<file path="config.mk">
export PLATFORM = sky130hd
export DESIGN_NAME = bus_interconnect
export DESIGN_NICKNAME = d
export VERILOG_FILES = /design/src/rtl/bus_interconnect.sv
export SDC_FILE = /design/constraint.sdc
export NUM_CORES = 1
export LEC_CHECK = 0
export ABC_AREA = 0
export CORE_AREA = 2 2 119 121
export DETAILED_ROUTE_END_ITERATION = 8
export DIE_AREA = 0 0 121 123
export GPL_ROUTABILITY_DRIVEN = 0
export MAX_ROUTING_LAYER = met4
export PLACE_DENSITY = 0.92
export SYNTH_ARGS = -nofsm -noshare
export SYNTH_HDL_FRONTEND = slang
export SYNTH_SLANG_ARGS = --single-unit
</file>
<file path="constraint.sdc">
create_clock -name clk -period 1.75 [get_ports clk]
set_input_delay 0.4375 -clock clk [delete_from_list [all_inputs] [get_ports clk]]
set_output_delay 0.4375 -clock clk [all_outputs]
set_load 0.02 [all_outputs]
</file>
<file path="src/rtl/bus_interconnect.sv">
// Single-master, N-slave registered interconnect: address decode, one transaction in flight,
// and error responses. Define BUS_TIMEOUT_EN to add the slave-timeout counter and ACCESS->ERR path.
module bus_interconnect #(
   parameter int unsigned NUM_SLAVES     = 4,
   parameter int unsigned SEL_MSB        = 31,
   parameter int unsigned SEL_LSB        = 28,
   parameter int unsigned TIMEOUT_CYCLES = 256,
   parameter logic [31:0] ERROR_DATA     = 32'hDEAD_BEEF
) (
   input  logic                       clk,
   input  logic                       reset,
   input  logic                       read,
   input  logic                       write,
   input  logic [31:0]                address,
   input  logic [31:0]                write_data,
   output logic [31:0]                read_data,
   output logic                       response,
   output logic                       error,
   output logic [NUM_SLAVES-1:0]      slave_read,
   output logic [NUM_SLAVES-1:0]      slave_write,
   output logic [31:0]                slave_address,
   output logic [31:0]                slave_write_data,
   input  logic [32*NUM_SLAVES-1:0]   slave_read_data,
   input  logic [NUM_SLAVES-1:0]      slave_response
);

   localparam int unsigned SEL_W = SEL_MSB - SEL_LSB + 1;
   localparam logic [SEL_W:0] SLAVE_COUNT = (SEL_W + 1)'(NUM_SLAVES);

   typedef enum logic [1:0] {
      IDLE   = 2'd0,
      ACCESS = 2'd1,
      RESP   = 2'd2,
      ERR    = 2'd3
   } state_t;

   state_t             state_reg, state_next;
   logic [31:0]        addr_reg;
   logic [31:0]        wdata_reg;
   logic               is_write_reg;
   logic [SEL_W-1:0]   sel_reg;
   logic [31:0]        read_data_reg;

   logic [SEL_W-1:0]   sel_in;
   logic               sel_valid_in;
   logic               accept;
   logic               in_access;
   logic               sel_resp;
   logic [31:0]        sel_rdata;
   logic               timeout_hit;

   assign sel_in       = address[SEL_MSB:SEL_LSB];
   assign sel_valid_in = ({1'b0, sel_in} < SLAVE_COUNT);
   assign accept       = (state_reg == IDLE) && (read || write);
   assign in_access    = (state_reg == ACCESS);

   // Only the addressed slave's response and data are observed.
   always_comb begin
      sel_resp  = 1'b0;
      sel_rdata = '0;
      for (int unsigned i = 0; i < NUM_SLAVES; i++) begin
         if (sel_reg == SEL_W'(i)) begin
            sel_resp  = slave_response[i];
            sel_rdata = slave_read_data[32*i +: 32];
         end
      end
   end

`ifdef BUS_TIMEOUT_EN
   localparam int unsigned CNT_W = $clog2(TIMEOUT_CYCLES);
   localparam logic [CNT_W-1:0] COUNT_LAST = CNT_W'(TIMEOUT_CYCLES - 1);

   logic [CNT_W-1:0] count_reg;

   always_ff @(posedge clk or negedge reset) begin
      if (!reset) begin
         count_reg <= '0;
      end else if (!in_access) begin
         count_reg <= '0;
      end else if (!sel_resp) begin
         count_reg <= count_reg + 1'b1;
      end
   end

   assign timeout_hit = (count_reg == COUNT_LAST);
`else
   assign timeout_hit = 1'b0;
`endif

   always_comb begin
      state_next = state_reg;
      case (state_reg)
         IDLE: begin
            if (read || write) begin
               state_next = sel_valid_in ? ACCESS : ERR;
            end
         end
         ACCESS: begin
            // A response in the final timeout cycle still completes normally.
            if (sel_resp) begin
               state_next = RESP;
            end else if (timeout_hit) begin
               state_next = ERR;
            end
         end
         RESP:    state_next = IDLE;
         ERR:     state_next = IDLE;
         default: state_next = IDLE;
      endcase
   end

   always_ff @(posedge clk or negedge reset) begin
      if (!reset) begin
         state_reg     <= IDLE;
         addr_reg      <= '0;
         wdata_reg     <= '0;
         is_write_reg  <= 1'b0;
         sel_reg       <= '0;
         read_data_reg <= '0;
      end else begin
         state_reg <= state_next;
         if (accept) begin
            addr_reg     <= address;
            wdata_reg    <= write_data;
            is_write_reg <= write;
            sel_reg      <= sel_in;
         end
         if (state_next == ERR) begin
            read_data_reg <= ERROR_DATA;
         end else if (state_next == RESP) begin
            read_data_reg <= is_write_reg ? 32'h0 : sel_rdata;
         end
      end
   end

   // Strobes decode straight from registered state so a reset drops them immediately.
   genvar gi;
   generate
      for (gi = 0; gi < NUM_SLAVES; gi++) begin : g_strobe
         assign slave_read[gi]  = in_access && !is_write_reg && (sel_reg == SEL_W'(gi));
         assign slave_write[gi] = in_access &&  is_write_reg && (sel_reg == SEL_W'(gi));
      end
   endgenerate

   assign response         = (state_reg == RESP) || (state_reg == ERR);
   assign error            = (state_reg == ERR);
   assign read_data        = read_data_reg;
   assign slave_address    = addr_reg;
   assign slave_write_data = wdata_reg;

endmodule

</file>
Word-level counts from Yosys, hierarchy flattened
Index checks and enable logic that the tools add are counted.
Storage, ports and cells
  RAM bits: 0
  output and inout port bits: 106
  flip-flop bits (word level): 103
  latch bits: 0
  memory bits (read-only): 0
  memories kept: 0
  logic and storage cells: 48
Cells by class
  bitwise gates (word level): 0
  shift operators: 0
  divide/modulo/power cells: 0
  $lt $le $gt $ge: 1
  $mul: 0
  $add $sub $neg: 0
  mux-type cells: 15
  reductions and logical operators: 18
  equality and inequality tests: 8
Operators with widths (count)
  $mux W32: 7
  $logic_and A1 B1 Y1: 11
  $eq A2 B2 Y1 const B: 4
  $eq A4 B2 Y1 const B: 2
  $mux W2: 3
  $pmux W2 S3: 1
  $eq A4 B1 Y1 const B: 1
  $logic_not A4 Y1: 1
  $lt A4 B3 Y1 const B: 1
  $mux W1: 4
  $eq A2 B1 Y1 const B: 1
  $logic_not A2 Y1: 1
  $logic_or A1 B1 Y1: 2
  $reduce_bool A2 Y1: 1
  $reduce_or A2 Y1: 1
  $logic_not A1 Y1: 1

Longest topological paths before layout
  word-level depth: 10
  mapped depth: 6
  depth with buffers taken out: 4

Worst setup path before layout
No wires, ideal clock.
  path kind: flip-flop to output port
  start point: register slave_address[28] (netlist name)
  end point: output slave_read[0]
  arrival time: 1.499 ns
  cell stages (with the launch flop): 5
  data required time: 1.312 ns
  path slack: -0.187 ns
  cells stage by stage: dfrtp_1 buf_2 buf_2 buf_2 nor3_1
RTL lines
  to (decl): RTL line 19  | output logic [NUM_SLAVES-1:0] slave_read,

==> metrics <==
status=finished with violations; failing checks=negative setup slack; crit path DAT=1.61 ns; Worst-path clk slew=0.07 ns; synth top area cells=dfrtp_1 49%, mux2_2 22%, mux2i_1 13%; syn_nets=618; final setup margin=-0.294 ns; Tot GR Track Use=23.1%; full die area=14900 um^2; Area Growth Syn to Fin=79.6%; Syn Area/Cell=12.1 um^2; Mapped Cells=418; Seq/Total Area, Yosys=48.9%; R2R Path Start=slave_address[31]; Comb pwr share=58.9%; initial core utilization=37.2%; required time of the critical path=1.31 ns; CTS sink count=99; Clock Tree Root=clkbuf_16; largest net degree at the start of global routing=100; Clock Latency Late Sink=0.34 ns; ratio of final minimum period to clock period=117%; H-tree depth=3; synth cell count leaders=99 x dfrtp_1, 97 x mux2_2, 64 x mux2i_1; ys flop type=dfrtp_1; RSZ-0062 raised after global routing=true; DR vias/cell=4.94; area share of the largest cell type after synthesis=48.9%; most frequent cell after synthesis=dfrtp_1; total CTS buffers=9; min cycle time layout=2.04 ns; Placed Area=8640 um^2; Core ar.=13600 um^2; Synth Area in XOR/XNOR=0%; Final Cell Area=9090 um^2; final WL=17300 um; Int Power=8.72 mW; IO Pins=306; Hold Crit Class=in2async; slew margin rel.=64.7%; measured slew at the worst slew-check pin=0.530 ns; Synth Cell Area=5060 um^2; HPWL Detailed=13200 um; Die Height=123 um; post-synthesis cell type count=27; Yosys top cell by area=dfrtp_1; power per cell area=1590 nW/um^2; post-synthesis compound-gate area fraction=5.71%; Slew Limit Fails=0; Max-cap violations=0; Final Skew=0.00429 ns; YS warnings=0; n_diodes=0; Seq pwr share=27.0%; PortBufs=305; ANT nets after route=0; Clock Path Buffers=2; Chip Width=121 um; initial antenna violation count=0; NetSw=5.77 mW; largest family of logic cells by synthesized area=multiplexers; Startpoint Class=flip-flop; Pwr Total=14.5 mW; DRC viols=0; clock power share=14.1%; Register-to-Register Setup Slack=-0.28 ns; vias in the first global route=5080; Reg-to-Reg End=read_data[6]; Sw Share=39.8%; Starting DRT DRC Count=164; final hold vios=0; CTS tree=yes; Pleak=4.02 nW; total gr overflow=0; simple-gate area share of the yosys netlist=7.74%; Seq cells post-synth=99; Final nets=954; EDFF count, synth=0; Peak VDD IR=0.00108 V; Setup TNS Final=-9.19 ns; Final setup violation count=40; vias=4640; crit end category=output pin; adder-cell share of the synthesized area=0%; Fmax achieved=489 MHz; standard-cell rows=43; mux contribution to synthesized area=34.2%; FF-to-FF path depth=8; first drt pass iteration count=4; WL per Instance=18.5 um; critical path class=reg2out; Worst Path Max Fanout=4; ys async rst share=100%; layout cell share with drive strength beyond 1=26.2%; first-pass GRT wire length=25700 um
power groups by stage:
stage | Sequential (mW) | Combinational (mW) | Clock, mW
global route | 4.05 | 9.07 | 2.18
floorplan | 5.15 | 3.48 | 0
CTS | 3.92 | 8.47 | 2.08
global placement | 3.91 | 8.52 | 0
finish | 3.91 | 8.54 | 2.04
detailed placement | 3.99 | 8.73 | 0
timing repair:
| item | in CTS | in global routing |
|---|---|---|
| setup buffers | 9 | 5 |
| pin swaps | 7 | 5 |
| endpoints found under the setup margin | 131 | 50 |
| hold buffers | 0 | 0 |
| gates cloned | 2 | 1 |
| gates resized for setup | 146 | 12 |
kinds of logic after synthesis:
group	Yosys count
muxes	161
DFF	99
and+or+nand+nor	86
AOI/OAI and AO/OA	39
buffers and inverters	33
cells in the final DEF, fill, tap and decap left out, types with 3 or more instances in the layout:
cell / Yosys / layout
dlymetal6s2s_1: 0 / 6
buf_4: 0 / 39
o211ai_1: 29 / 29
clkinvlp_4: 0 / 3
dfrtp_1: 99 / 98
nor2_4: 0 / 3
buf_6: 3 / 10
dlygate4sd2_1: 0 / 87
mux2_2: 97 / 97
nand2b_1: 11 / 10
buf_12: 0 / 11
clkdlybuf4s50_1: 0 / 198
nor2_1: 30 / 26
mux2i_1: 64 / 63
clkbuf_16: 0 / 10
nand2_1: 31 / 29
nor3_2: 0 / 5
per-stage QoR:
stage | setup WS [ns] | hold slack, ns | utilization (%) | std cells
CTS | -0.282 | 0.164 | 66.3 | 936
floorplan | -0.0378 | 0.142 | - | 418
finish | -0.294 | 0.141 | 66.8 | 939
global route | -0.340 | 0.188 | 66.8 | 939
global placement | -0.340 | 0.489 | 63.5 | 909
detailed placement | -0.360 | 0.495 | 63.5 | 909
worst max-delay path by stage:
stage	start	to	slack, ns	cells after the start
finish	slave_address[31]	slave_read[2]	-0.29	4
detailed placement	slave_address[31]	slave_read[3]	-0.36	5
global route	slave_address[31]	slave_read[2]	-0.34	4
floorplan	slave_address[29]	slave_read[0]	-0.04	3
CTS	slave_address[30]	slave_read[2]	-0.28	4
global placement	slave_address[31]	slave_write[2]	-0.34	3
critical path, stage by stage (launching register included):
cell and delay [ns]:
dfrtp_1 0.41, or3b_4 0.44, buf_6 0.14, nor3_4 0.12, buf_6 0.15
final cells by class:
type / instances / area (um^2)
Fill cell: 1024 / 4520
Timing Repair Buffer: 357 / 3530
Multi-Input combinational cell: 286 / 2540
Sequential cell: 99 / 2480
Clock buffer: 10 / 229
Tap cell: 180 / 225
Clock inverter: 6 / 72.6
Inverter: 1 / 3.75
routing by layer:
layer  vias to the layer above  share of wire [%]  routed length (um)  global-route usage (%)
li1                       2167                  -                   -                       -
met1                      2220                 38                6610                    25.5
met2                       224                 50                8640                    38.8
met3                        29                9.2                1600                    7.56
met4                         0                2.8                 483                    9.08
met5                         -                  0                   0                       -
Power figures use the tool's default switching activity.
